==> src/rtl/branch_pkg.sv <==
// ============================================================================
// Module      : branch_pkg
// Description : Shared encodings and helpers for the branch controller.
// Revision    : 1.0
// ============================================================================
`default_nettype none

package branch_pkg;

   localparam logic [4:0] OP_BEQ  = 5'd0;
   localparam logic [4:0] OP_BNE  = 5'd1;
   localparam logic [4:0] OP_BLTZ = 5'd2;
   localparam logic [4:0] OP_BGEZ = 5'd3;
   localparam logic [4:0] OP_BGTZ = 5'd4;
   localparam logic [4:0] OP_BLEZ = 5'd5;

   typedef enum logic [1:0] {
      ST_IDLE      = 2'd0,
      ST_WAIT_OPND = 2'd1,
      ST_REDIRECT  = 2'd2
   } br_state_e;

   localparam logic [31:0] INIT_32   = 32'h0;
   localparam int          BHT_IDX_W = 4;
   localparam int          BHT_DEPTH = 1 << BHT_IDX_W;
   localparam logic [1:0]  BHT_INIT  = 2'b01;

   function automatic logic br_cond(input logic [4:0]  op,
                                    input logic [31:0] rs,
                                    input logic [31:0] rt);
      logic r;
      r = 1'b0;
      case (op)
         OP_BEQ:  r = (rs == rt);
         OP_BNE:  r = (rs != rt);
         OP_BLTZ: r = rs[31];
         OP_BGEZ: r = !rs[31];
         OP_BGTZ: r = !rs[31] && (rs != 32'h0);
         OP_BLEZ: r = rs[31] || (rs == 32'h0);
         default: r = 1'b0;
      endcase
      return r;
   endfunction

   // Two-bit saturating step toward the resolved outcome.
   function automatic logic [1:0] bht_next(input logic [1:0] cnt, input logic taken);
      logic [1:0] n;
      n = cnt;
      if (taken && cnt != 2'b11)
         n = cnt + 2'b01;
      else if (!taken && cnt != 2'b00)
         n = cnt - 2'b01;
      return n;
   endfunction

endpackage

`default_nettype wire

==> src/rtl/branch_bht.sv <==
// ============================================================================
// Module      : branch_bht
// Description : 16-entry 2-bit saturating branch history table.
// Revision    : 1.0
// ============================================================================
`default_nettype none

module branch_bht
   import branch_pkg::*;
(
   input  logic                 clk,
   input  logic                 rst,
   input  logic [BHT_IDX_W-1:0] rd_idx_i,
   output logic                 rd_taken_o,
   input  logic                 upd_en_i,
   input  logic [BHT_IDX_W-1:0] upd_idx_i,
   input  logic                 upd_taken_i
);

   logic [1:0] cnt_q [BHT_DEPTH];

   always_ff @(posedge clk or posedge rst) begin
      if (rst) begin
         for (int i = 0; i < BHT_DEPTH; i++)
            cnt_q[i] <= BHT_INIT;
      end else if (upd_en_i) begin
         cnt_q[upd_idx_i] <= bht_next(cnt_q[upd_idx_i], upd_taken_i);
      end
   end

   assign rd_taken_o = cnt_q[rd_idx_i][1];

endmodule

`default_nettype wire

==> src/rtl/branch_ctrl.sv <==
// ============================================================================
// Module      : branch_ctrl
// Description : ID-stage branch resolver with one-cycle registered redirect.
//               Define BRANCH_PREDICT_EN to add the BHT predictor.
// Revision    : 1.0
// ============================================================================
`default_nettype none

module branch_ctrl
   import branch_pkg::*;
(
   input  logic        clk,
   input  logic        rst,
   input  logic        br_valid,
   input  logic [4:0]  br_op,
   input  logic [31:0] br_pc,
   input  logic [31:0] br_target,
   input  logic [31:0] rs_data,
   input  logic [31:0] rt_data,
   input  logic        rs_ready,
   input  logic        rt_ready,
   input  logic        br_pred_taken,
   input  logic        flush_in,
   input  logic [31:0] if_pc,
   output logic        br_ready,
   output logic        stall_id,
   output logic        redirect_valid,
   output logic [31:0] redirect_pc,
   output logic        flush_if,
   output logic        if_pred_taken
);

   br_state_e   state_q;
   logic        redirect_valid_q;
   logic        flush_if_q;
   logic [31:0] redirect_pc_q;

   logic        opnd_ok;
   logic        want_eval;
   logic        eval;
   logic        taken;
   logic        mispredict;
   logic [31:0] target_d;

   assign opnd_ok    = rs_ready && rt_ready;
   assign want_eval  = (state_q == ST_WAIT_OPND) || ((state_q == ST_IDLE) && br_valid);
   // A later-stage flush wins over a branch resolving in the same cycle.
   assign eval       = want_eval && opnd_ok && !flush_in;
   assign taken      = br_cond(br_op, rs_data, rt_data);
   assign mispredict = taken != br_pred_taken;
   assign target_d   = taken ? br_target : br_pc + 32'd4;

   assign br_ready       = eval;
   assign stall_id       = want_eval && !opnd_ok;
   assign redirect_valid = redirect_valid_q;
   assign flush_if       = flush_if_q;
   assign redirect_pc    = redirect_pc_q;

   always_ff @(posedge clk or posedge rst) begin
      if (rst) begin
         state_q          <= ST_IDLE;
         redirect_valid_q <= 1'b0;
         flush_if_q       <= 1'b0;
         redirect_pc_q    <= INIT_32;
      end else begin
         redirect_valid_q <= eval && mispredict;
         flush_if_q       <= eval && mispredict;
         if (eval && mispredict)
            redirect_pc_q <= target_d;

         if (flush_in) begin
            state_q <= ST_IDLE;
         end else begin
            case (state_q)
               ST_IDLE: begin
                  if (eval && mispredict)
                     state_q <= ST_REDIRECT;
                  else if (br_valid && !opnd_ok)
                     state_q <= ST_WAIT_OPND;
               end
               ST_WAIT_OPND: begin
                  if (eval)
                     state_q <= mispredict ? ST_REDIRECT : ST_IDLE;
               end
               ST_REDIRECT: state_q <= ST_IDLE;
               default:     state_q <= ST_IDLE;
            endcase
         end
      end
   end

`ifdef BRANCH_PREDICT_EN
   logic unused_if_pc_bits;
   assign unused_if_pc_bits = ^{if_pc[31:BHT_IDX_W+2], if_pc[1:0]};

   branch_bht u_bht (
      .clk         (clk),
      .rst         (rst),
      .rd_idx_i    (if_pc[BHT_IDX_W+1:2]),
      .rd_taken_o  (if_pred_taken),
      .upd_en_i    (eval),
      .upd_idx_i   (br_pc[BHT_IDX_W+1:2]),
      .upd_taken_i (taken)
   );
`else
   logic unused_if_pc;
   assign unused_if_pc  = ^if_pc;
   assign if_pred_taken = 1'b0;
`endif

endmodule

`default_nettype wire

==> config.mk <==
export PLATFORM = sky130hd
export DESIGN_NAME = branch_ctrl
export DESIGN_NICKNAME = d
export VERILOG_FILES = /design/src/rtl/branch_pkg.sv /design/src/rtl/branch_bht.sv /design/src/rtl/branch_ctrl.sv
export SDC_FILE = /design/constraint.sdc
export NUM_CORES = 1
export LEC_CHECK = 0
export ABC_AREA = 0
export BUFFER_PORTS_ARGS = -buffer_cell sky130_fd_sc_hd__clkbuf_2
export CAP_MARGIN = 10
export CORE_MARGIN = 1.5
export CORE_UTILIZATION = 40
export CTS_CLUSTER_DIAMETER = 100
export DETAILED_ROUTE_END_ITERATION = 8
export GPL_ROUTABILITY_DRIVEN = 0
export HOLD_SLACK_MARGIN = 0.15
export MAX_ROUTING_LAYER = met4
export PLACE_DENSITY = 0.88
export SLEW_MARGIN = 5
export SYNTH_ARGS = -nofsm -noshare
export SYNTH_HDL_FRONTEND = slang
export SYNTH_HIERARCHICAL = 1
export SYNTH_SLANG_ARGS = --single-unit
==> constraint.sdc <==
create_clock -name clk -period 3.3 [get_ports clk]
set_clock_uncertainty 0.15 [all_clocks]
set_input_delay 0.99 -clock clk [delete_from_list [all_inputs] [get_ports clk]]
set_output_delay 0.99 -clock clk [all_outputs]
set_load 0.03 [all_outputs]
Word level (Yosys, flattened, before mapping)
Cells that the tools add are included.
- add/subtract/negate cells: 1
- eq/ne operators: 11
- multiplexer cells: 8
- reduce and logical (&&, ||, !) cells: 18
- operators by type and width (operator ; number):
    adder 32 x 3 -> 32 bit, second input constant ; 1
    == test 32 bit ; 1
    zero test 32 bit ; 1
    2-to-1 mux 32 bit ; 1
    inequality test 32 bit ; 1
    nonzero test 32 bit ; 1
    == test 5 x 2 -> 1 bit, second input constant ; 2
    == test 5 x 3 -> 1 bit, second input constant ; 2
    2-to-1 mux 2 bit ; 5
    logical AND 1 bit ; 8
    case mux 1 bit (6 select lines) ; 1
    == test 5 x 1 -> 1 bit, second input constant ; 1
    zero test 5 bit ; 1
    inequality test 4 x 2 -> 1 bit, second input constant ; 1
    case mux 2 bit (2 select lines) ; 1
    zero test 1 bit ; 3
    inequality test 3 bit, second input constant ; 1
    == test 2 x 1 -> 1 bit, second input constant ; 1
    zero test 2 bit ; 1
    logical OR 1 bit ; 2
    AND reduction 2 bit ; 1
    inequality test 1 bit ; 1
- flip-flop bits (word level): 35
- input bits: 172
- output and inout port bits: 37
- logic and storage cells: 41

Logic depth before layout (Yosys ltp)
- depth after elaboration: 9
- gate-level depth with buffers: 10
- gate-level depth less buffers: 7

Worst setup path after synthesis
OpenSTA, ideal clock, no wires.
- path kind: input-to-output
- start: in br_valid
- end: out br_ready
- arrival time: 2.404 ns
- required time: 2.160 ns
- setup slack: -0.244 ns
- stages on the path: 6
- path buffers: 3
- cells stage by stage: o21bai_1 or3_1 clkbuf_1 inv_2 clkbuf_1 clkbuf_1
- longest elaborated chain between the ends: 4
- RTL lines (element ; line ; text):
    from (decl) ; branch_ctrl.sv:14 ; input logic br_valid,
    logical AND 1 bit ; branch_ctrl.sv:46 ; assign want_eval = (state_q == ST_WAIT_OPND) || ((state_q == ST_IDLE) && br_valid);
    logical OR 1 bit ; branch_ctrl.sv:46 ;
    logical AND 1 bit (2 in series) ; branch_ctrl.sv:48 ; assign eval = want_eval && opnd_ok && !flush_in;
    to (decl) ; branch_ctrl.sv:25 ; output logic br_ready,
Every way passes these cells.

Worst setup path in the final report
- start: in rs_data[22]
- end: reg redirect_pc_q[27], in the netlist redirect_pc[27]
- longest elaborated chain between the ends: 5
- elaborated cells between the ends (all ways): 10
- classes of those cells: eq/ne: 3; mux: 2; reduce/logical: 5
- RTL lines (element ; line ; text):
    from (decl) ; branch_ctrl.sv:18 ; input logic [31:0] rs_data,
    zero test 32 bit or nonzero test 32 bit (tied branches) ; branch_pkg.sv:39, branch_pkg.sv:38 ;
    logical OR 1 bit or logical AND 1 bit (tied branches) ; branch_pkg.sv:39, branch_pkg.sv:38 ;
    case mux 1 bit (6 select lines) (*) ; branch_pkg.sv:33 ; case (op)
    inequality test 1 bit ; branch_ctrl.sv:50 ; assign mispredict = taken != br_pred_taken;
    logical AND 1 bit ; branch_ctrl.sv:68 ; if (eval && mispredict)
    to (signal assigned) ; branch_ctrl.sv:69 ; redirect_pc_q <= target_d;
    to (decl) ; branch_ctrl.sv:36 ; logic [31:0] redirect_pc_q;
Every way passes the cells marked *; elsewhere a longest branch is shown, timed or not.
A chain may end at the register's enable or synchronous reset.

==> metrics <==
grt ovf=0; flops & latches, synth=35; Ports=209; clk_lat worst skew=280 ps; CTS Hold Buffers Added=0; Post-synth top cells=xnor2_1, dfrtp_1, nand2_1, nor2_1, inv_1; total number of vias=4070; H-tree levels=2; 1st-iter DRT viols=about 220; clock-pin slew on the worst setup and hold paths=80 ps; Clock Power Share=22.6%; FF-to-FF setup slack=940 ps; Yosys top cell area share=25.5%; first-pass GRT wire length=18100 um; Sink Count=35; Max VDD drop=around 0.19 mV; Crit Path Category=in2reg; Post-synth EDFFs=0; worst hold path startpoint=redirect_pc[16]; Final Critical Period=3260 ps; delay-heaviest family, CP=simple AND/OR/NAND/NOR gates; LEAKAGE=2.13 nW; Die Ht=between 90 and 100 um; total internal power=0.849 mW; CTS Buf Count=5; post-synthesis cell count=414; clk root buf=clkbuf_8; CTS tree=done; yosys warns=6; sw power=slightly above 0.5 mW; fin crit share=just under 100%; CP arrival=3250 ps; Slew Viols, Final=0; starting density of the core=41.7%; Die X=95.7 um; FFs w/ async S/R, synth=100%; Wirelength per Cell=17.3 um; CP startpoint kind=input pin; critical path's largest stage delay=440 ps; Bufs on Longest Clock Path=2; reg2reg path depth=8; iteration count of the initial detailed-routing pass=5; worst r2r src=state_q[1]; antenna cells=0; top post-synthesis cells by area=dfrtp_1, xnor2_1, a211oi_2; R2R Path End=redirect_pc[27]; status=finished clean; CP Capture Type=flip-flop; share of cells above drive strength 1=between 40% and 50%; Hold Path Stages=1; Seq/Total Area, Yosys=25.5%; Total Power=1.36 mW; Synth Cell Area=between 0.003 and 0.004 mm2; Mean Syn Cell Area=around 8.3 um2; Critical Path RT=~3300 ps; worst hold path type=reg2reg; drt drc=0; largest fanout on the critical path=8; Primary FF master, synth=dfrtp_1; FMAX=about 0.3 GHz; core area=0.00826 mm2; Routed Antenna Nets=0; most frequent cell after synthesis=xnor2_1; number of vias per cell=5.77; Switching Fraction=37.7%; cell mode on critical path=buf_4; Crit path buffers/inverters=3; port bufs=175; Seq pwr share=36.7%; Gate power share=roughly 40%; hold endpoint=redirect_pc[16]; setup violators final=0; Worst Max-Slew Pin Slew=around 650 ps; MaxCap Viol Count=0; Hold Slack=402 ps; Final Hold Viols=0; gr usage total=26.0%; relative slew slack=56.7%; setup_tns=0 ps; dpl hpwl=9280 um; Yosys top cell by area=dfrtp_1; synthesis-to-finish area growth=38.4%; die area=0.00917 mm2; largest net degree at the start of global routing=38; worst-path cell chain=clkbuf_2 -> nor4_4 -> nand4_1 -> or3b_4 -> a311oi_4 -> buf_4 -> o31ai_2 -> buf_4 -> o22ai_1 -> a211oi_2; antenna violations before repair=0; critical path's slowest cell=or3b_4; vias in the first global route=3921; Unique masters post-synth=a little under 60; pwr/cell area=286 mW/mm2; FP Rows=33; Post-layout nets=between 700 and 800; DRT Wirelength=12200 um; Post-Syn Nets=roughly 600
power groups by stage:
| stage | clock network (mW) | logic, mW | registers (mW) |
|---|---|---|---|
| 3_3_place_gp | 0 | 0.515 | 0.505 |
| 2_1_floorplan | 0 | 0.240 | 0.582 |
| 5_1_grt | 0.343 | 0.595 | 0.505 |
| 3_5_place_dp | 0 | 0.533 | 0.509 |
| 6_report | 0.308 | 0.554 | 0.501 |
| 4_1_cts | 0.319 | 0.537 | 0.501 |
layer usage:
metal	global-route usage [%]	routed length, um
met4	10.7	410
met5	-	0
met2	42.3	6150
met3	2.92	855
met1	32.7	4800
how the worst max path moves through the flow:
stage | start | endpoint | slack (ps) | cells after the start
after CTS | rs_data[6] | redirect_pc[16] | 20 | 9
after global routing | rs_data[0] | redirect_pc[17] | -7 | 10
after detailed placement | rs_data[16] | redirect_pc[26] | -400 | 9
after floorplan | br_valid | br_ready | 6 | 6
final | rs_data[22] | redirect_pc[27] | 40 | 10
after global placement | rs_data[16] | redirect_pc[27] | -280 | 9
cell families after synthesis:
| group | share of synthesized area (%) |
|---|---|
| simple gates | 24.0 |
| compound gates | 21.7 |
| buf+inv | 8.40 |
| xor+xnor | 15.0 |
| flops | 25.5 |
| mux | 4.87 |
| fa+ha+maj | 0.364 |
| other cells | 0.109 |
flip-flops by register name, indices dropped and copies added, names as in the netlist:
name         cells
state_q          2
redirect_pc     32
flush_if         1
stage by stage:
| step | instances | instance area (um2) | util, % | setup WS [ps] |
|---|---|---|---|---|
| after CTS | 699 | 4610 | 55.9 | 19.1 |
| after detailed placement | 691 | 4510 | 54.6 | -395 |
| after global placement | 691 | 4510 | 54.6 | -276 |
| final | 705 | 4760 | 57.7 | 40.3 |
| after floorplan | 414 | 3450 | - | 5.86 |
| after global routing | 705 | 4760 | 57.7 | -6.74 |
repair_timing:
item | in CTS | in global routing
resized for setup | 3 | 14
cloned | 0 | 1
endpoints found under the setup margin | 18 | 32
setup buffers | 0 | 5
pin swaps | 0 | 6
cells in the final DEF (no fill, tap or decap), types with 3 or more instances in the layout:
master,netlist,final
clkbuf_2,0,175
xnor2_1,47,47
dfrtp_1,35,35
nand2_1,34,34
nor2_1,30,30
buf_4,3,30
inv_1,28,28
nand3_1,24,24
o22ai_1,17,17
nand4_1,15,15
xor2_1,12,12
a211oi_2,12,12
mux2i_1,10,10
nand2b_1,8,8
a32o_1,7,7
nor4_4,0,5
nor4_1,14,5
or3_1,6,5
and3_1,5,5
and2_1,5,5
clkbuf_8,0,5
nor4_2,0,4
o21ai_1,5,4
a221oi_2,4,4
a221o_1,4,4
and4_1,3,3
a21o_1,3,3
mux2_1,3,3
a22oi_1,3,3
mux2_2,3,3
a222oi_1,3,3
o22a_1,3,3
o221ai_1,3,3
o311ai_0,3,3
o41ai_1,3,3
layout make-up:
type	count	area [um2]
clock buffers	7	76.3
flip-flops and latches	35	876
repair buffers	208	1170
inverters	30	113
clock inverters	1	5.00
fillers	732	3490
well taps	105	131
multi-input cells	319	2400
No activity file was read; power rests on OpenSTA's default activity.
